<file path="src/rtl/eth_rx_sched.sv">
// Receive-path scheduler: ping-pong capture banks, parser kick/timeout, and
// payload hand-off to the consumer with a saturating dropped-frame counter.
module eth_rx_sched #(
    parameter int ADDR_W  = 9,
    parameter int TIMEOUT = 1023,
    parameter int DROP_W  = 16
) (
    input  logic              clk,
    input  logic              rst,
    input  logic              rx_done,
    input  logic [ADDR_W-1:0] rx_len,
    output logic              rx_wr_bank,
    output logic              rx_full,
    output logic              parse_bank,
    output logic              newpacket,
    input  logic              parse_done,
    input  logic              parse_valid,
    input  logic [ADDR_W-1:0] parse_last,
    output logic              parse_abort,
    output logic              pay_valid,
    output logic [ADDR_W-1:0] pay_len,
    input  logic              pay_ready,
    input  logic              pay_done,
    output logic [DROP_W-1:0] drop_cnt,
    output logic              busy
);

    localparam int TIMER_W = (TIMEOUT < 2) ? 1 : $clog2(TIMEOUT);
    localparam logic [TIMER_W-1:0] TIMER_LAST = TIMER_W'(TIMEOUT - 1);

    localparam logic [2:0] ST_IDLE  = 3'd0;
    localparam logic [2:0] ST_KICK  = 3'd1;
    localparam logic [2:0] ST_PARSE = 3'd2;
    localparam logic [2:0] ST_OFFER = 3'd3;
    localparam logic [2:0] ST_DRAIN = 3'd4;

    logic [2:0]         state_r;
    logic [2:0]         state_nxt_s;
    logic [1:0]         occ_r;
    logic [1:0]         occ_nxt_s;
    logic [1:0]         occ_clr_s;
    logic [1:0]         occ_set_s;
    logic               wr_ptr_r;
    logic               rd_ptr_r;
    logic [TIMER_W-1:0] timer_r;
    logic [TIMER_W-1:0] timer_nxt_s;
    logic               cap_ok_s;
    logic               cap_drop_s;
    logic               parse_drop_s;
    logic               abort_s;
    logic               pay_latch_s;
    logic               rd_toggle_s;
    logic [1:0]         drop_inc_s;
    logic [DROP_W:0]    drop_sum_s;
    logic [DROP_W-1:0]  drop_nxt_s;

    // Capture side: accept a frame into the write bank or flag it as dropped.
    always_comb begin
        cap_ok_s   = 1'b0;
        cap_drop_s = 1'b0;
        occ_set_s  = 2'b00;
        if (rx_done) begin
            if (!occ_r[wr_ptr_r] && (rx_len != {ADDR_W{1'b0}})) begin
                cap_ok_s  = 1'b1;
                occ_set_s = wr_ptr_r ? 2'b10 : 2'b01;
            end else begin
                cap_drop_s = 1'b1;
            end
        end else begin
            cap_ok_s = 1'b0;
        end
        // A clear from PARSE and a set from capture never target the same bank.
        occ_nxt_s = (occ_r & ~occ_clr_s) | occ_set_s;
    end

    // Scheduler FSM next-state and per-cycle events.
    always_comb begin
        state_nxt_s  = state_r;
        timer_nxt_s  = timer_r;
        occ_clr_s    = 2'b00;
        rd_toggle_s  = 1'b0;
        parse_drop_s = 1'b0;
        abort_s      = 1'b0;
        pay_latch_s  = 1'b0;
        case (state_r)
            ST_IDLE: begin
                if (occ_r[rd_ptr_r]) begin
                    state_nxt_s = ST_KICK;
                end else begin
                    state_nxt_s = ST_IDLE;
                end
            end
            ST_KICK: begin
                timer_nxt_s = {TIMER_W{1'b0}};
                state_nxt_s = ST_PARSE;
            end
            ST_PARSE: begin
                timer_nxt_s = timer_r + TIMER_W'(1);
                if (parse_done) begin
                    occ_clr_s   = rd_ptr_r ? 2'b10 : 2'b01;
                    rd_toggle_s = 1'b1;
                    if (parse_valid) begin
                        pay_latch_s = 1'b1;
                        state_nxt_s = ST_OFFER;
                    end else begin
                        parse_drop_s = 1'b1;
                        state_nxt_s  = ST_IDLE;
                    end
                end else if (timer_r == TIMER_LAST) begin
                    occ_clr_s    = rd_ptr_r ? 2'b10 : 2'b01;
                    rd_toggle_s  = 1'b1;
                    parse_drop_s = 1'b1;
                    abort_s      = 1'b1;
                    state_nxt_s  = ST_IDLE;
                end else begin
                    state_nxt_s = ST_PARSE;
                end
            end
            ST_OFFER: begin
                if (pay_ready) begin
                    state_nxt_s = ST_DRAIN;
                end else begin
                    state_nxt_s = ST_OFFER;
                end
            end
            ST_DRAIN: begin
                if (pay_done) begin
                    state_nxt_s = ST_IDLE;
                end else begin
                    state_nxt_s = ST_DRAIN;
                end
            end
            default: begin
                state_nxt_s = ST_IDLE;
            end
        endcase
    end

    // Saturating drop counter: capture and parse may both drop in one cycle.
    always_comb begin
        drop_inc_s = {1'b0, cap_drop_s} + {1'b0, parse_drop_s};
        drop_sum_s = {1'b0, drop_cnt} + (DROP_W + 1)'(drop_inc_s);
        if (drop_sum_s[DROP_W]) begin
            drop_nxt_s = {DROP_W{1'b1}};
        end else begin
            drop_nxt_s = drop_sum_s[DROP_W-1:0];
        end
    end

    // State and registered outputs.
    always_ff @(posedge clk) begin
        if (rst) begin
            state_r     <= ST_IDLE;
            occ_r       <= 2'b00;
            wr_ptr_r    <= 1'b0;
            rd_ptr_r    <= 1'b0;
            timer_r     <= {TIMER_W{1'b0}};
            rx_wr_bank  <= 1'b0;
            rx_full     <= 1'b0;
            parse_bank  <= 1'b0;
            newpacket   <= 1'b0;
            parse_abort <= 1'b0;
            pay_valid   <= 1'b0;
            pay_len     <= {ADDR_W{1'b0}};
            drop_cnt    <= {DROP_W{1'b0}};
            busy        <= 1'b0;
        end else begin
            state_r     <= state_nxt_s;
            occ_r       <= occ_nxt_s;
            wr_ptr_r    <= wr_ptr_r ^ cap_ok_s;
            rd_ptr_r    <= rd_ptr_r ^ rd_toggle_s;
            timer_r     <= timer_nxt_s;
            rx_wr_bank  <= wr_ptr_r ^ cap_ok_s;
            rx_full     <= &occ_nxt_s;
            newpacket   <= (state_nxt_s == ST_KICK);
            parse_abort <= abort_s;
            pay_valid   <= (state_nxt_s == ST_OFFER);
            drop_cnt    <= drop_nxt_s;
            busy        <= (state_nxt_s != ST_IDLE);
            if (state_nxt_s == ST_KICK) begin
                parse_bank <= rd_ptr_r;
            end
            if (pay_latch_s) begin
                pay_len <= parse_last;
            end
        end
    end

endmodule

</file>
<file path="config.mk">
export PLATFORM = sky130hd
export DESIGN_NAME = eth_rx_sched
export DESIGN_NICKNAME = d
export VERILOG_FILES = /design/src/rtl/eth_rx_sched.sv
export SDC_FILE = /design/constraint.sdc
export NUM_CORES = 1
export LEC_CHECK = 0
export CORE_UTILIZATION = 39
export DETAILED_ROUTE_END_ITERATION = 7
export GPL_TIMING_DRIVEN = 1
export MAX_ROUTING_LAYER = met4
export PLACE_DENSITY = 0.68
export SLEW_MARGIN = 20
export SYNTH_ARGS = -nofsm -noshare
export SYNTH_HDL_FRONTEND = slang
export SYNTH_SLANG_ARGS = --single-unit
</file>
<file path="constraint.sdc">
create_clock -name clk -period 2.9 [get_ports clk]
set_input_delay 0.58 -clock clk [delete_from_list [all_inputs] [get_ports clk]]
set_output_delay 0.58 -clock clk [all_outputs]
set_load 0.005 [all_outputs]
</file>
; Word level (Yosys, flattened, before mapping)
; Cells that the tools add are included.
; Widths: inputs -> output; s select.
[op_classes]
add_sub_neg = 3
mul = 0
div_mod_pow = 0
order_cmp = 2
n_eq_ne = 7
shifts = 0
n_mux = 33
bitwise = 6
n_reduce_logical = 8
[ops]
columns = op, n
row1 = $pmux 10 s2, 1
row2 = $mux 1, 18
row3 = $mux 2, 9
row4 = $add 16x2->17, 1
row5 = $mux 16, 1
row6 = $pmux 3 s5, 1
row7 = $add 10x1->10 const B, 1
row8 = $eq 10x10->1 const B, 1
row9 = $eq 3x2->1 const B, 3
row10 = $mux 3, 3
row11 = $reduce_bool 9->1, 1
row12 = $eq 3x1->1 const B, 2
row13 = $lt 1x2->1 const B, 2
row14 = $eq 3x3->1 const B, 1
row15 = $logic_not 3->1, 1
row16 = $reduce_bool 3->1, 1
row17 = $reduce_or 3->1, 1
row18 = $add 1x1->2, 1
row19 = $and 2x2->2, 1
row20 = $not 2->2, 1
row21 = $or 2x2->2, 1
row22 = $reduce_and 2->1, 1
row23 = $reduce_bool 2->1, 1
row24 = $xor 1x1->1, 2
row25 = other kinds (3), 3
[totals]
register_bits = 48
latch_bits = 0
ramBits = 0
mem_bits_ro = 0
in_bits = 25
output_inout_bits = 32
wordCells = 72
memories = 0

; Longest topological paths before layout
[logic_depth]
depth_word = 9
depth_mapped = 12
mapped_depth_nobuf = 11

; Least setup slack after synthesis
; OpenSTA, ideal clock, no wires.
[synth_timing]
path_type = input-to-reg
startpoint = input rx_len[4]
endpoint = register drop_cnt[2]
setup_ns = 0.070
t_arrival_ns = 2.618
required_ns = 2.830
setup_slack_ns = 0.212
path_stages = 10
n_path_buf = 1
cell_sequence = nor4_1 > nand3_1 > a21oi_1 > fa_1 > ha_1 > and4_2 > nand4_1 > or2_4 > buf_6 > a21oi_1
[synth_between]
elab_chain_cells = 7
[synth_rtl]
columns = element, line
row1 = start: declaration, 11  ; input logic [ADDR_W-1:0] rx_len,
row2 = $reduce_bool 9->1, 63  ; if (!occ_r[wr_ptr_r] && (rx_len != {ADDR_W{1'b0}})) begin
row3 = $logic_and 1x1->1, 63
row4 = $mux 1, 63
row5 = $mux 1, 62  ; if (rx_done) begin
row6 = $add 1x1->2, 141  ; drop_inc_s = {1'b0, cap_drop_s} + {1'b0, parse_drop_s};
row7 = $add 16x2->17, 142  ; drop_sum_s = {1'b0, drop_cnt} + (DROP_W + 1)'(drop_inc_s);
row8 = $mux 16, 143  ; if (drop_sum_s[DROP_W]) begin
row9 = end signal: assignment, 165  ; drop_cnt <= {DROP_W{1'b0}};
row10 = end signal: assignment, 178  ; drop_cnt <= drop_nxt_s;
row11 = end: declaration, 24  ; output logic [DROP_W-1:0] drop_cnt,
; No other way between the ends.
; A chain may end at the register's enable or synchronous reset.

; Worst setup path after layout
[layout_timing]
startpoint = input rx_len[4]
endpoint = register drop_cnt[14]
; The elaborated chain is that of the path after synthesis.

==> results.cfg <==
[cells_and_area]
layout.cells.most_common = sky130_fd_sc_hd__clkdlybuf4s50_1
layout-area-overhead-vs-synth_pct = 36.7
insertedDiodeCount = 0
post_route_cells_drive_above_1_share_pct = 11.8
nFillCells = 495
final_non_filler_cells = 391
final_nets = 350
final_cell_mix = sky130_fd_sc_hd__clkdlybuf4s50_1 (56), sky130_fd_sc_hd__dfxtp_1 (48), sky130_fd_sc_hd__a21oi_1 (34), sky130_fd_sc_hd__nand2_1 (30)

[synth]
synthArstFlopShare_pct = 0
synth_area_leaders = sky130_fd_sc_hd__dfxtp_1 (44%), sky130_fd_sc_hd__a21oi_1 (8.0%), sky130_fd_sc_hd__nand2_1 (5.1%)
synth_ff_type = sky130_fd_sc_hd__dfxtp_1
postSynthNetCount = 284
yosysSeqAreaShare_pct = 43.7
synth.yosys.warnings = 0
synth_top_family_by_area = simple AND/OR/NAND/NOR gates
netlist_instances = 255
synth_cell_type_count = 54
synth_simple_gate_area_share_pct = 25.2
summed_instance_area_of_the_synthesized_netlist_um2 = 2200
synth_compound_gate_area_share_pct = 17.7
synth_adder_area_share_pct = 2.62
synth-xor-area-share_pct = 3.59
synth_area_leader_cell = sky130_fd_sc_hd__dfxtp_1
synth.avg_cell_area_um2 = 8.62
synth-edff-count = 0
synth_top_area_share_pct = 43.7
synthMuxAreaShare_pct = 1.88
total_of_flip_flops_plus_latches_after_synthesis = 48

[grt]
groute.usage.overall_pct = 18.9
grt_start_max_net_pins = 26
globalRouteOverflowTotal = 0
grt_first_pass_wirelength_um = 8670
first_global_vias = 1847
grt_antenna_before_repair = 0

[timing]
maxClockFrequency_mhz = 366
clock-skew-final_ns = 0.00715
drv_slew = 0
worst_slew_pin_slew_ns = 0.390
totalNegativeSetupSlack_ns = 0
final.min_clock_period_ns = 2.73
timing_hold_violations_final = 0
max_slew_margin_pct = 73.9
grt_setup_unrepaired = no
min_period_over_period_pct = 94.2
final-setup-viol-count = 0

[clock_network]
post_cts_buffers = 0
h-tree-depth = 2
cts-buffers-inserted = 5
ctsLongestPathBuffers = 2
clk_transition_reported_paths_ns = 0.08
cts-root-buf = sky130_fd_sc_hd__clkbuf_8
worstSkewPairLatency_ns = 0.30
post_cts_resized = 0
cts.sinks = 48
number_of_buffers_inserted_by_hold_repair_at_cts = 0
cts_tree = built

[routing]
detail_route.drc_violations = 0
postRouteAntennaNets = 0
drtIter0Drc = 103
drt-total-wl_um = 5090
drt_first_pass_iters = 4
num_vias = 2038
via_per_inst = 5.21
detail_route.wl_per_cell_um = 13.0

[placement]
placed_cells_incl_taps = 384
post-dp-hpwl_um = 3750
gpl.final_weighted_congestion = 0.832
io_buffers = 56

[power_and_ir_drop]
p_leak_nw = 1.05
fin_total_pwr_mw = 1.26
cellPowerDensity_nw_per_um2 = 418
ir_worst_vdd_v = 0.000182

[critical_path]
crit-reg2reg-launch = timer_r[0]$_SDFFE_PP0P_
endpoint_kind = register
reg2reg_to = drop_cnt[15]$_SDFF_PP0_
register_to_register_setup_slack_ns = 0.30
max_stage_delay_ns = 0.41
critPathLaunchType = primary input
crit_slowest_cell = sky130_fd_sc_hd__clkdlybuf4s50_1
crit_type = in -> reg
critical_path.cell_chain = clkdlybuf4s50_1 -> nor4_2 -> nand3_1 -> a21oi_2 -> fa_2 -> ha_1 -> and4_2 -> nand4_1 -> buf_4 -> o311a_1
reg2reg_depth = 10
cp_data_required_time_ns = 3.09
critical_path_arrival_ns = 2.92
critical_path.top_delay_family = simple AND/OR/NAND/NOR gates
timing.critical_path.fanout_max = 4
cp.buffers_inverters = 2

[hold_path]
hold_path_end = pay_len[0]$_SDFFE_PP0P_
hold_path_depth = 2
hold_path.class = reg -> reg
timing.hold.worst.start = pay_len[0]$_SDFFE_PP0P_

[floorplan]
die_area_um2 = 5940
width_of_the_chip_um = 77.1
core_region_area_um2 = 5270
io_pins = 57
dieHeight_um = 77.1
placement_rows = 26
initial_core_util_pct = 41.7

[flow_run]
timing.max_cap.violations = 0

[status]
outcome = finished clean
## power by group
part / switching [mW] / internal (mW) / total, mW
Sequential: 0.0160 / 0.675 / 0.691
Combinational: 0.0648 / 0.0813 / 0.146
Clock: 0.208 / 0.212 / 0.420
## through the flow
stage | utilization, % | hold slack [ns] | setup WS, ns | instance area (um2)
2_1_floorplan | - | 0.445 | 0.212 | 2200
3_3_place_gp | 54.8 | 0.442 | -0.195 | 2890
3_5_place_dp | 54.8 | 0.449 | -0.244 | 2890
4_1_cts | 56.7 | 0.460 | 0.0624 | 2990
5_1_grt | 57.0 | 0.477 | 0.0187 | 3000
6_report | 57.0 | 0.459 | 0.167 | 3000
## how the worst max path moves through the flow
stage / from / endpoint / slack, ns / cells after the start
detailed placement: rx_len[4] / drop_cnt[14]$_SDFF_PP0_ / -0.24 / 10
finish: rx_len[4] / drop_cnt[14]$_SDFF_PP0_ / 0.17 / 10
global placement: rx_len[4] / drop_cnt[14]$_SDFF_PP0_ / -0.20 / 10
CTS: rx_len[4] / drop_cnt[14]$_SDFF_PP0_ / 0.06 / 10
floorplan: rx_len[4] / drop_cnt[2]$_SDFF_PP0_ / 0.21 / 10
global route: rx_len[4] / drop_cnt[14]$_SDFF_PP0_ / 0.02 / 10
## cell families (layout without fill, tap and decap cells)
family                     count (synthesis)  in the layout
AOI/OAI and AO/OA                         65             65
muxes                                      4              4
and+or+nand+nor                          102            102
buffers and inverters                     23             89
xor gates and xnor gates                   9              9
DFF                                       48             48
adders and majority gates                  4              4
## tightest hold or removal path: cells and delay by family (launching register included)
family,cells,cell delay (ns)
AOI/OAI and AO/OA,1,0.05
and+or+nand+nor,1,0.05
DFF,1,0.31
## cells in the mapped netlist, drive strengths merged, types with 2 or more instances
cell     n
mux2i    3
a31oi   10
nand4   12
or2      4
or4      3
clkbuf   6
o31ai    2
a211oi   3
or3b     2
xor2     8
and4     3
nor3b    2
inv      9
o21ai    3
o211ai   3
buf      8
a21oi   35
dfxtp   48
or3      3
nand2   30
and2     3
nand3    7
nand2b   3
and3     4
nor3     4
ha       3
nor2    18
## routing by layer
metal  up-vias  track usage (%)  share of wire, %
met4         0             7.17               2.3
met1       916             24.4                48
li1       1046                -                 -
met5         -                -                 0
met3        10             4.88               5.6
met2        66             28.1                44
## sequential cells by signal, indices dropped and copies added, names as in the netlist
name / count
timer_r: 10
busy: 1
newpacket: 1
rd_ptr_r: 1
state_r: 3
wr_ptr_r: 1
occ_r: 2
parse_bank: 1
pay_len: 9
drop_cnt: 16
pay_valid: 1
parse_abort: 1
rx_full: 1
## area by class of cell
cell class	count	area [um2]	area share [%]
Clock buffer	7	96.3	3.21
Inverter	9	33.8	1.12
Multi-Input combinational cell	184	1140	37.9
Sequential cell	48	961	32.0
Tap cell	70	87.6	2.92
Timing Repair Buffer	73	688	22.9
No activity file was read; power rests on OpenSTA's default activity.
